## config.mk

```make
export PLATFORM = sky130hd
export DESIGN_NAME = mem_bus
export DESIGN_NICKNAME = d
export VERILOG_FILES = /design/src/rtl/mem_map_pkg.sv /design/src/rtl/addr_decode.sv /design/src/rtl/mem_bus.sv
export SDC_FILE = /design/constraint.sdc
export NUM_CORES = 1
export LEC_CHECK = 0
export BUFFER_PORTS_ARGS = -buffer_cell sky130_fd_sc_hd__buf_2
export CAP_MARGIN = 10
export CORE_AREA = 2 2 82 84
export DETAILED_ROUTE_END_ITERATION = 10
export DIE_AREA = 0 0 84 86
export SLEW_MARGIN = 20
export SYNTH_ARGS = -nofsm -noshare
export SYNTH_HDL_FRONTEND = slang
export SYNTH_SLANG_ARGS = --single-unit
```

## constraint.sdc

```tcl
create_clock -name clk -period 1.5 [get_ports clk]
set_clock_uncertainty 0.15 [all_clocks]
set_input_delay 0.3 -clock clk [delete_from_list [all_inputs] [get_ports clk]]
set_output_delay 0.3 -clock clk [all_outputs]
set_load 0.01 [all_outputs]
```

## src/rtl/mem_map_pkg.sv

```systemverilog
// mem_map_pkg: shared memory-map definitions for the CPU data bus.
//   region_t    : decoded target of a CPU data access (NONE/RAM/VRAM)
//   RAM_REGION  : cpu_address[31:28] value that selects general RAM
//   VRAM_REGION : cpu_address[31:28] value that selects video RAM
//   *_AW_DEF    : default RAM word / VRAM byte address widths
package mem_map_pkg;
    typedef enum logic [1:0] {NONE, RAM, VRAM} region_t;
    localparam logic [3:0] RAM_REGION  = 4'h0;
    localparam logic [3:0] VRAM_REGION = 4'hF;
    localparam int RAM_AW_DEF  = 12;
    localparam int VRAM_AW_DEF = 16;
endpackage

```

## src/rtl/addr_decode.sv

```systemverilog
// addr_decode: combinational CPU address to memory region decoder.
//   cpu_address : in  32-bit CPU byte address
//   region      : out decoded region (NONE when the top nibble is unmapped)
module addr_decode
    import mem_map_pkg::*;
(
    input  logic [31:0] cpu_address,
    output region_t     region
);
    // Only the top nibble takes part in the decode.
    logic unused_low;
    assign unused_low = &{1'b0, cpu_address[27:0]};

    always_comb begin
        region = cpu_address[31:28] == VRAM_REGION ? VRAM :
                 cpu_address[31:28] == RAM_REGION  ? RAM  : NONE;
    end
endmodule

```

## src/rtl/mem_bus.sv

```systemverilog
// mem_bus: routes CPU data-port accesses to RAM or VRAM and returns read data
// one cycle after the address, matching the synchronous-read memories.
//   clk, rst_n   : clock, asynchronous active-low reset
//   mem_w        : in  CPU write strobe
//   cpu2bus      : in  CPU write data
//   cpu_address  : in  CPU byte address
//   vram2bus     : in  VRAM read byte
//   ram2bus      : in  RAM read word
//   ram_w/vram_w : out write enables (at most one high, none when unmapped)
//   bus2cpu      : out read data steered by the previous cycle's region
//   bus2ram      : out RAM write data
//   bus2vram     : out VRAM write byte
//   ram_address  : out RAM word address
//   vram_address : out VRAM byte address
//   bus_err      : out sticky unmapped-write flag, only when BUS_ERR_EN is defined
module mem_bus
    import mem_map_pkg::*;
#(
    parameter int RAM_AW  = RAM_AW_DEF,
    parameter int VRAM_AW = VRAM_AW_DEF
) (
    input  logic               clk,
    input  logic               rst_n,
    input  logic               mem_w,
    input  logic [31:0]        cpu2bus,
    input  logic [31:0]        cpu_address,
    input  logic [7:0]         vram2bus,
    input  logic [31:0]        ram2bus,
    output logic               ram_w,
    output logic               vram_w,
    output logic [31:0]        bus2cpu,
    output logic [31:0]        bus2ram,
    output logic [7:0]         bus2vram,
    output logic [RAM_AW-1:0]  ram_address,
    output logic [VRAM_AW-1:0] vram_address
`ifdef BUS_ERR_EN
    ,
    output logic               bus_err
`endif
);
    region_t region;
    region_t sel_q;

    addr_decode u_decode (
        .cpu_address(cpu_address),
        .region     (region)
    );

    assign ram_address  = cpu_address[RAM_AW+1:2];
    assign vram_address = cpu_address[VRAM_AW-1:0];
    assign bus2ram      = cpu2bus;
    assign bus2vram     = cpu2bus[7:0];
    assign ram_w        = mem_w && region == RAM;
    assign vram_w       = mem_w && region == VRAM;

    // Remembers which memory was addressed so its synchronous read data can
    // be steered back on the following cycle.
    always_ff @(posedge clk or negedge rst_n) begin
        if (!rst_n) sel_q <= NONE;
        else        sel_q <= region;
    end

    always_comb begin
        bus2cpu = sel_q == RAM  ? ram2bus :
                  sel_q == VRAM ? {24'b0, vram2bus} : 32'h0;
    end

`ifdef BUS_ERR_EN
    always_ff @(posedge clk or negedge rst_n) begin
        if (!rst_n)                       bus_err <= 1'b0;
        else if (mem_w && region == NONE) bus_err <= 1'b1;
    end
`endif
endmodule

```

# Word-level counts from Yosys, hierarchy flattened
# Cells that the tools add are included.
dict set report word_totals {
  ff_bits 2
  in_bits 107
  output_inout_bits 102
  elab_cells 13
}
dict set report op_classes {
  n_eq_ne 5
  n_mux 4
  reduce_logical 3
}
# op count
set ops {}
lappend ops {{$mux 32} 1}
lappend ops {{$mux 8} 1}
lappend ops {{$eq 2x1->1 const B} 2}
lappend ops {{$eq 2x2->1 const B} 2}
lappend ops {{$eq 4x4->1 const B} 1}
lappend ops {{$logic_not 4->1} 1}
lappend ops {{$logic_and 1x1->1} 2}
lappend ops {{$mux 2} 1}
lappend ops {{$mux 1} 1}

# Depth between registers and ports, before layout
# Gate-level depths: netlist of the first run.
dict set report depth {
  word_depth 5
  ltp_mapped 3
}

# Cells and area by module
# Synthesis of the first run repeated with hierarchy kept, for this count alone.
dict set report unflattened {
  hier_cells 113
  area_unflattened_um2 883.3
}
# module instances cells_each area_per_inst_um2 seq_area_each_um2
set modules_own_cells {}
lappend modules_own_cells {mem_bus 1 111 860.8 50.0}
lappend modules_own_cells {addr_decode 1 2 22.5 0.0}

# Worst setup path after synthesis of the first run
# No wires, ideal clock.
dict set report synth_path {
  kind {reg2out}
  from {register sel_q[1]}
  to {output bus2cpu[0]}
  arrival_time_ns 0.876
  required_ns 1.050
  setup_slack_ns 0.174
  stages_incl_launch_ff 4
  cell_sequence {dfrtp_1 > and2b_1 > buf_6 > a22o_1}
}
dict set report synth_via {
  elab_chain_cells 3
  elab_cells_between_ends 4
}
# element line_no
set synth_lines {}
lappend synth_lines {{start: declaration} mem_bus.sv:42} ;# region_t sel_q;
lappend synth_lines {{start signal: assignment} mem_bus.sv:60} ;# else sel_q <= region;
lappend synth_lines {{$eq 2x2->1} mem_bus.sv:65} ;# sel_q == VRAM ? {24'b0, vram2bus} : 32'h0;
lappend synth_lines {{$mux 8} mem_bus.sv:65}
lappend synth_lines {{$mux 32 (*)} mem_bus.sv:64} ;# bus2cpu = sel_q == RAM ? ram2bus :
lappend synth_lines {{end: declaration} mem_bus.sv:31} ;# output logic [31:0] bus2cpu,
# Mark *: on every way between the ends. The rest lies on a longest branch, timed or not.

# Final worst setup path of the first run
dict set report layout_path {
  from {register sel_q[1]}
  to {output bus2cpu[9]}
}
dict set report layout_via {
  elab_chain_cells 2
}
# element line_no
set layout_lines {}
lappend layout_lines {{$eq 2x1->1} mem_bus.sv:64}
lappend layout_lines {{$mux 32} mem_bus.sv:64}
# Every way passes these cells.

==> metrics.md, run 1 <==
| Metric | Value |
|---|---|
| Max-slew violations | 0 |
| Cell Area, Synth | 881 um^2 |
| Area post-placement | 850 um^2 |
| Seq cells post-synth | 2 |
| Net Count, Synth | 219 |
| All-Layer GR Usage | 6.40% |
| Vias | 699 |
| Max cap viols | 0 |
| Critical path, cell by cell | nor2b_4, clkbuf_16, and2_1, buf_2 |
| Die ar. | 7220 um^2 |
| Top-area cell type share of the netlist area | 58.0% |
| Die Wd | 84 um |
| Final Cycle Share | 111% |
| Dpl ws | 0.00810 ns |
| Antenna-violating nets left | 0 |
| Crit Path Class | reg2out |
| # diodes | 0 |
| Number of global-route vias before repair | 693 |
| # DRC | 0 |
| Initial DRC count | 2 |
| # rows | 29 |
| Max clock buf depth | 2 |
| Worst path max stage delay | 0.39 ns |
| Routed len/inst | 12.4 um |
| Post-synth EDFFs | 0 |
| Outcome | finished, violations left |
| Largest registers | sel_q: 2 flops |
| Drt pass-1 iters | 2 |
| First-pass GRT wire length | 3510 um |
| Startpoint types | flip-flop |
| Initial antenna violation count | 0 |
| DIE HEIGHT | 86 um |
| Area leader, netlist | buf_4 |
| Synth cell count leaders | buf_4, and2_1, a22o_1 |
| I/O pins | 209 |
| Largest register FFs | 2 |
| Cells after Synth | 112 |
| Leakage power | 0.577 nW |
| Total power | 0.000393 W |
| Core ar. | 6280 um^2 |
| Dominant synthesized flop cell | dfrtp_1 |
| Period minus WS final | 1.66 ns |
| Final nets | 237 |
| Total CTS buffers | 3 |
| H-tree levels | 1 |
| Rel. slew slack | 86.6% |
| Largest net degree at the start of global routing | 33 |
| Vias per cell | 3.41 |
| Synthesis Warnings | 0 |
| Routability cong. | 0.691 |
| Root buf cell | clkbuf_8 |
| TritonCTS clock tree | done |
| Clk pin slew, worst setup/hold paths | 0.03 ns |
| WL final | 2550 um |
| PortBufs | 80 |
| Gr ovfl total | 0 |
| Slew @ Worst Pin | 0.199 ns |
| HP Class | in2async |
| Starting density of the core | 14.0% |
| Ys async rst share | 100% |
| Maximum clock rate | 603 MHz |
| Peak VDD IR | 0.000183 V |
| Largest register by flop count | sel_q |
| CP Capture Type | output port |
| Most numerous cell in the Yosys netlist | buf_4 |
| Critical Path AT | 1.21 ns |
| Post-route cell area | 970 um^2 |
| Final setup fails | 32 |
| Layout cells sized above 1 | 72.7% |
| Clk sinks | 2 |
| Violated checks | setup timing |
| Final hold vios | 0 |
| RSZ-0062 raised after global routing | true |
| Synth cell types | 9 |
| WP data required | 1.05 ns |
| Sequential element share of the synthesized area | 5.68% |
| Area growth from synthesis to final layout | 10.1% |
| Mean Syn Cell Area | 7.86 um^2 |
| Max Fanout on Critical Path | 16 |
| Pwr Density | 406 nW/um^2 |
| Worst setup margin | -0.158 ns |
| Max stage delay cell, worst path | dfrtp_1 |
| Synth top area cells | buf_4, and2_1, a22o_1 |
-- final cells by class --
class | count | area, um^2
multi-input combinational | 38 | 293
sequential | 2 | 50.0
clock buffer | 3 | 41.3
timing repair buffer | 85 | 489
tap | 77 | 96.3
fill | 718 | 5310
-- per-layer routing --
layer  part of all wire, %  track usage, %  vias to the layer above
met2                    45            11.0                       85
met1                    29            4.98                      268
met5                     0               0                        -
met4                   7.7            5.43                        0
li1                      -               -                      316
met3                    19            4.23                       30
-- power breakdown --
group	total (W)	switching (W)	internal, W
sequential	0.0000567	0.000000927	0.0000558
clock	0.000208	0.0000386	0.000169
combinational	0.000129	0.0000498	0.0000789
-- worst max path at each step --
stage          startpoint          to  slack (ns)  depth (start not counted)
6_report         sel_q[1]  bus2cpu[9]       -0.16                          4
5_1_grt          sel_q[0]  bus2cpu[5]       -0.22                          4
4_1_cts          sel_q[0]  bus2cpu[1]       -0.17                          4
3_5_place_dp     sel_q[0]  bus2cpu[7]       0.008                          3
3_3_place_gp     sel_q[0]  bus2cpu[7]        0.02                          3
2_1_floorplan    sel_q[1]  bus2cpu[0]        0.17                          3
-- logic make-up (layout without fill, tap and decap cells) --
family | after synthesis | after routing | synth area share [%]
buf+inv | 72 | 88 | 63.1
simple gates | 30 | 30 | 23.3
compound gates | 8 | 8 | 7.95
flops | 2 | 2 | 5.68
-- timing repair --
action	CTS	global route
cloned	0	1
setup endpoints to repair	32	33
buffers inserted	0	1
gates resized for setup	5	3
endpoints found under the hold margin	2	0
hold buffers	1	0
pin swaps	1	3
-- worst max-delay path, delay by kind of cell (launching register included) --
family / cells / cell delay (ns)
buffers and inverters: 2 / 0.31
flip-flops: 1 / 0.39
AND/OR/NAND/NOR: 2 / 0.30
-- placed cells by master, fill, tap and decap left out, drive strengths merged --
cell type / count
and2b: 1
dlygate4sd3: 1
clkbuf: 4
nor2b: 1
a22o: 8
dfrtp: 2
and2: 26
nor4: 1
and4: 1
buf: 83
-- through the flow --
step,hold WS (ns),instances,utilization [%],setup TNS [ns]
after floorplan,-0.146,112,-,0
after global placement,-0.0652,199,13.5,0
after global routing,0.286,205,15.4,-6.67
final,0.273,205,15.4,-4.59
after CTS,0.237,203,14.7,-4.02
after detailed placement,-0.0633,199,13.5,0
Power figures use the tool's default switching activity.
==> run 2, diff against run 1 <==
Settings changed: REMOVE_ABC_BUFFERS from default to 1, TNS_END_PERCENT from default to 100.
==> metrics.md, run 2 (same netlist as run 1, synthesis figures left out) <==
| Metric | Value |
|---|---|
| Total CTS buffers | 3 (unchanged) |
| DIE HEIGHT | 86 um (unchanged) |
| Number of global-route vias before repair | 699 (+0.87%) |
| All-Layer GR Usage | 10.6% (+4.2 points) |
| Total power | 0.000378 W (-3.9%) |
| Layout cells sized above 1 | 69.8% (-2.8 points) |
| Initial antenna violation count | 0 (unchanged) |
| Core ar. | 6280 um^2 (unchanged) |
| Max stage delay cell, worst path | dfrtp_1 |
| Vias per cell | 3.67 (+7.8%) |
| Slew @ Worst Pin | 0.229 ns (+0.0304 ns) |
| Most frequent cells in the layout | buf_2, and2_1, a22o_1 |
| TritonCTS clock tree | done |
| Worst setup margin | -0.188 ns (-0.0297 ns) |
| Routed len/inst | 20.3 um (+63%) |
| Largest register FFs | 2 (unchanged) |
| HP Class | in2reg |
| Max cap viols | 0 (unchanged) |
| Die ar. | 7220 um^2 (unchanged) |
| Drt pass-1 iters | 4 (+2) |
| First-pass GRT wire length | 5260 um (+50%) |
| Die Wd | 84 um (unchanged) |
| Clk sinks | 2 (unchanged) |
| Area growth from synthesis to final layout | 3.12% |
| Gr ovfl total | 0 (unchanged) |
| # diodes | 0 (unchanged) |
| Max Fanout on Critical Path | 22 (+6) |
| Final setup fails | 32 (unchanged) |
| Worst hold path endpoint | sel_q[0] |
| Leakage power | 0.554 nW (-4.0%) |
| Critical path, cell by cell | nor2b_4, buf_12, a22o_1, buf_2 |
| Min Hold Slack | 0.120 ns (-0.153 ns) |
| Pwr Density | 416 nW/um^2 (+2.6%) |
| Min-delay src | cpu_address[30] |
| Final Cycle Share | 113% (+2.0 points) |
| I/O pins | 209 (unchanged) |
| # DRC | 0 (unchanged) |
| Post-route cell area | 908 um^2 (-6.3%) |
| PortBufs | 80 (unchanged) |
| Root buf cell | clkbuf_8 |
| Starting density of the core | 14.0% (unchanged) |
| Commonest non-fill, non-tap cell in the layout | buf_2 |
| Initial DRC count | 41 (+39) |
| Antenna-violating nets left | 0 (unchanged) |
| Peak VDD IR | 0.000331 V (+81%) |
| Post-CTS setup repair buffer count | 0 (unchanged) |
| Vias | 746 (+6.7%) |
| Violated checks | setup timing |
| Max clock buf depth | 2 (unchanged) |
| RSZ-0062 raised after global routing | true |
| Crit Path Class | reg2out |
| Final nets | 235 (-0.84%) |
| Rel. slew slack | 84.6% (-2.1 points) |
| Critical Path AT | 1.24 ns (+0.03 ns) |
| Worst path max stage delay | 0.37 ns (-0.02 ns) |
| WL final | 4130 um (+62%) |
| Largest net degree at the start of global routing | 23 (-30%) |
| Post-Layout Cell Count | 203 (-0.98%) |
| Largest registers | sel_q: 2 flops |
| Maximum clock rate | 593 MHz (-1.8%) |
| Area post-placement | 850 um^2 (unchanged) |
| Min-Delay Path Depth | 2 |
| # rows | 29 (unchanged) |
| Routability cong. | 0.729 (+5.4%) |
| DP HPWL | 3550 um |
| Outcome | finished, violations left |
| H-tree levels | 1 (unchanged) |
| WP data required | 1.05 ns (about the same) |
| CP Capture Type | output port |
| Cells after DPL | 199 (unchanged) |
| Clk pin slew, worst setup/hold paths | 0.03 ns (about the same) |
| Final hold vios | 0 (unchanged) |
| Largest register by flop count | sel_q |
| Max-slew violations | 0 (unchanged) |
| Startpoint types | flip-flop |
| Period minus WS final | 1.69 ns (+0.0297 ns) |
-- run 2: cell count changes in the layout (fill, tap and decap cells not counted) --
cell | previous run | this run
and2_1 | 23 | 26
and2_4 | 3 | 0
buf_2 | 77 | 79
buf_6 | 3 | 1
buf_4 | 2 | 1
clkbuf_16 | 1 | 0
nor4_2 | 0 | 1
nor4_4 | 1 | 0
-- run 2: report_power, final --
part	internal [W]	switching [W]
combinational	0.0000724	0.0000447
sequential	0.0000558	0.00000107
clock	0.000169	0.0000348
total	0.000297	0.0000806
-- run 2: metrics by stage --
stage / setup WS, ns / util [%] / TNS [ns]
3_5_place_dp: 0.000654 / 13.5 / 0
4_1_cts: -0.202 / 14.5 / -4.38
3_3_place_gp: 0.0343 / 13.5 / 0
6_report: -0.188 / 14.5 / -3.98
5_1_grt: -0.229 / 14.5 / -6.05
2_1_floorplan: 0.0916 / - / 0
-- run 2: per-layer routing --
layer  part of all wire [%]  wire, um  GRT usage [%]  up-vias
li1                       -         -              -      313
met1                     28      1160           9.16      281
met2                     42      1730           15.1      127
met3                     24       977           10.2       25
met4                    6.3       260           7.18        0
met5                      0         0           4.20        -
-- run 2: cell type report --
class / instances / area (um^2)
fillers: 717 / 5370
well taps: 77 / 96.3
multi-input cells: 38 / 277
flip-flops and latches: 2 / 50.0
clock buffers: 3 / 41.3
repair buffers: 83 / 444
-- run 2: how the worst max path moves through the flow --
stage              from    endpoint  slack (ns)  depth (start not counted)
6_report       sel_q[0]  bus2cpu[7]       -0.19                          4
5_1_grt        sel_q[0]  bus2cpu[7]       -0.23                          4
4_1_cts        sel_q[0]  bus2cpu[7]       -0.20                          4
3_5_place_dp   sel_q[0]  bus2cpu[4]      0.0007                          3
3_3_place_gp   sel_q[0]  bus2cpu[7]        0.03                          3
2_1_floorplan  sel_q[1]  bus2cpu[0]        0.09                          2
-- run 2: critical path: cells and delay by family, from the launching register on --
| family | cells | cell delay, ns |
|---|---|---|
| flip-flops | 1 | 0.37 |
| buffers and inverters | 2 | 0.29 |
| AND/OR/NAND/NOR | 1 | 0.14 |
| AO/OA/AOI/OAI | 1 | 0.24 |
-- run 2: what timing repair did --
action                                  in CTS  in global routing
pin swaps                                    0                  2
endpoints found under the setup margin      32                 32
hold buffers                                 1                  0
gates resized for setup                      2                  0
hold endpoints to repair                     2                  0
==> run 3, diff against run 2 <==
Settings changed: CORE_AREA 2 2 82 84 to 2 2 80 82, DIE_AREA 0 0 84 86 to 0 0 82 84.
Clock period 1.5 ns to 1.4 ns, I/O delays scaled along.
==> metrics.md, run 3 (same netlist as run 1, synthesis figures left out) <==
| Metric | Value |
|---|---|
| Outcome | finished, violations left |
| Violated checks | setup timing |
| Crit Path Class | reg2out |
| Post-route cell area | 945 um^2 (+4.0%) |
| Max clock buf depth | 2 (unchanged) |
| Clk pin slew, worst setup/hold paths | 0.03 ns (about the same) |
| Sw Share | 23.2% (+1.8 points) |
| Routed len/inst | 23.3 um (+15%) |
| Critical path, cell by cell | nor2b_4, buf_12, a22o_1, buf_2 |
| Number of global-route vias before repair | 745 (+6.6%) |
| Max cap viols | 0 (unchanged) |
| Post-layout util | 15.5% (+1.0 points) |
| Gr ovfl total | 0 (unchanged) |
| Cell-internal power | 0.000326 W (+9.7%) |
| Die Wd | 82 um (-2.4%) |
| Core ar. | 6100 um^2 (-2.9%) |
| Total CTS buffers | 3 (unchanged) |
| Drt pass-1 iters | 5 (+1) |
| Max stage delay cell, worst path | dfrtp_1 |
| Dpl ws | -0.130 ns (-0.131 ns) |
| Max-slew violations | 0 (unchanged) |
| Layout cells sized above 1 | 70.4% (+0.56 points) |
| Final nets | 234 (-0.43%) |
| Slew @ Worst Pin | 0.211 ns (-0.0184 ns) |
| Commonest non-fill, non-tap cell in the layout | buf_2 |
| CP Capture Type | output port |
| Vias per cell | 3.80 (+3.5%) |
| Worst path max stage delay | 0.36 ns (about the same) |
| Area growth from synthesis to final layout | 7.24% |
| Critical Path AT | 1.24 ns (about the same) |
| Area post-placement | 842 um^2 (-0.88%) |
| Most frequent cells in the layout | buf_2, and2_1, a22o_1 |
| Final hold vios | 0 (unchanged) |
| Period minus WS final | 1.67 ns |
| Post-Layout Cell Count | 203 (unchanged) |
| Antenna-violating nets left | 0 (unchanged) |
| Final Cycle Share | 119% |
| Sequential share of power | 14.3% (-0.8 points) |
| Pwr Density | 449 nW/um^2 (+8.0%) |
| Root buf cell | clkbuf_8 |
| Reg area | 50.0 um^2 (unchanged) |
| Vias | 772 (+3.5%) |
| All-Layer GR Usage | 12.9% (+2.3 points) |
| Final setup fails | 32 (unchanged) |
| HP Class | in2reg |
| Combinational fraction of design power | 32.3% (+1.3 points) |
| WP data required | 0.97 ns (-0.08 ns) |
| Largest registers | sel_q: 2 flops |
| Startpoint types | flip-flop |
| Largest register by flop count | sel_q |
| Maximum clock rate | 600 MHz |
| Clk sinks | 2 (unchanged) |
| H-tree levels | 1 (unchanged) |
| Die ar. | 6890 um^2 (-4.7%) |
| Max Fanout on Critical Path | 32 (+45%) |
| Largest net degree at the start of global routing | 33 (+43%) |
| Peak VDD IR | 0.000677 V (+100%) |
| PortBufs | 80 (unchanged) |
| Rel. slew slack | 85.8% (+1.2 points) |
| First-pass GRT wire length | 5710 um (+8.5%) |
| Cells after DPL | 198 (-0.50%) |
| Switching power | 0.0000983 W (+22%) |
| Initial antenna violation count | 2 (+2) |
| # rows | 29 (unchanged) |
| Post-CTS setup repair buffer count | 0 (unchanged) |
| DIE HEIGHT | 84 um (-2.3%) |
| I/O pins | 209 (unchanged) |
| Number of fill cells in the layout | 705 (-1.7%) |
| Starting density of the core | 14.4% (+0.42 points) |
| Leakage power | 0.557 nW (+0.56%) |
| Clock power share | 53.4% (-0.5 points) |
| WL final | 4730 um (+15%) |
| Multi-input gate area | 289 um^2 (+4.5%) |
| # DRC | 0 (unchanged) |
| Initial DRC count | 22 (-46%) |
| TritonCTS clock tree | done |
| Routability cong. | 0.644 (-12%) |
| Worst setup margin | -0.266 ns (-0.0783 ns) |
| RSZ-0062 raised after global routing | true |
| Largest register FFs | 2 (unchanged) |
[run 3: cell types whose count changed in the layout (fill, tap and decap cells not counted), sizes merged]
cell | previous run | this run
buf | 82 | 81
diode | 0 | 1
[run 3: path summary, 6_finish.rpt]
check	from	endpoint	slack [ns]	cells after the start
max in group asynchronous	rst_n	sel_q[0]	0.75	2
min in group asynchronous	rst_n	sel_q[1]	0.26	2
min	cpu_address[30]	sel_q[0]	0.07	2
max	sel_q[0]	bus2cpu[0]	-0.27	4
[run 3: power by group through the flow]
stage                     Sequential [W]  Combinational (W)  Clock, W
after global routing           0.0000612           0.000153  0.000241
final                          0.0000609           0.000137  0.000227
after floorplan                0.0000612          0.0000346         0
after detailed placement       0.0000614           0.000125         0
after global placement         0.0000613           0.000122         0
after CTS                      0.0000609           0.000134  0.000238
[run 3: per-stage QoR]
stage | hold slack, ns | power [W] | setup TNS [ns]
6_report | 0.0731 | 0.000424 | -6.51
5_1_grt | 0.0743 | 0.000455 | -8.80
3_5_place_dp | -0.0820 | 0.000187 | -0.846
3_3_place_gp | -0.0858 | 0.000184 | -0.698
4_1_cts | 0.112 | 0.000433 | -7.15
2_1_floorplan | -0.166 | 0.0000959 | 0
[run 3: critical path, delay by kind of cell (launching register included)]
kind / cells / cell delay (ns)
buffers and inverters: 2 / 0.29
flip-flops: 1 / 0.36
AND/OR/NAND/NOR: 1 / 0.13
AO/OA/AOI/OAI: 1 / 0.24
[run 3: cell type report]
cell class | count | area share, %
diodes | 1 | 0.265
clock buffers | 3 | 4.37
multi-input cells | 38 | 30.6
flip-flops and latches | 2 | 5.30
well taps | 77 | 10.2
repair buffers | 82 | 49.3
[run 3: layer usage]
metal,track usage [%],wire [um]
met1,10.2,1300
met2,20.1,2180
met3,15.3,1200
met4,2.73,31
met5,2.50,13
[run 3: repair_timing]
action / 4_1_cts / 5_1_grt
setup endpoints to repair: 33 / 33
hold endpoints to repair: 2 / 0
resized for setup: 5 / 7
hold buffers: 1 / 0
pin swaps: 0 / 3
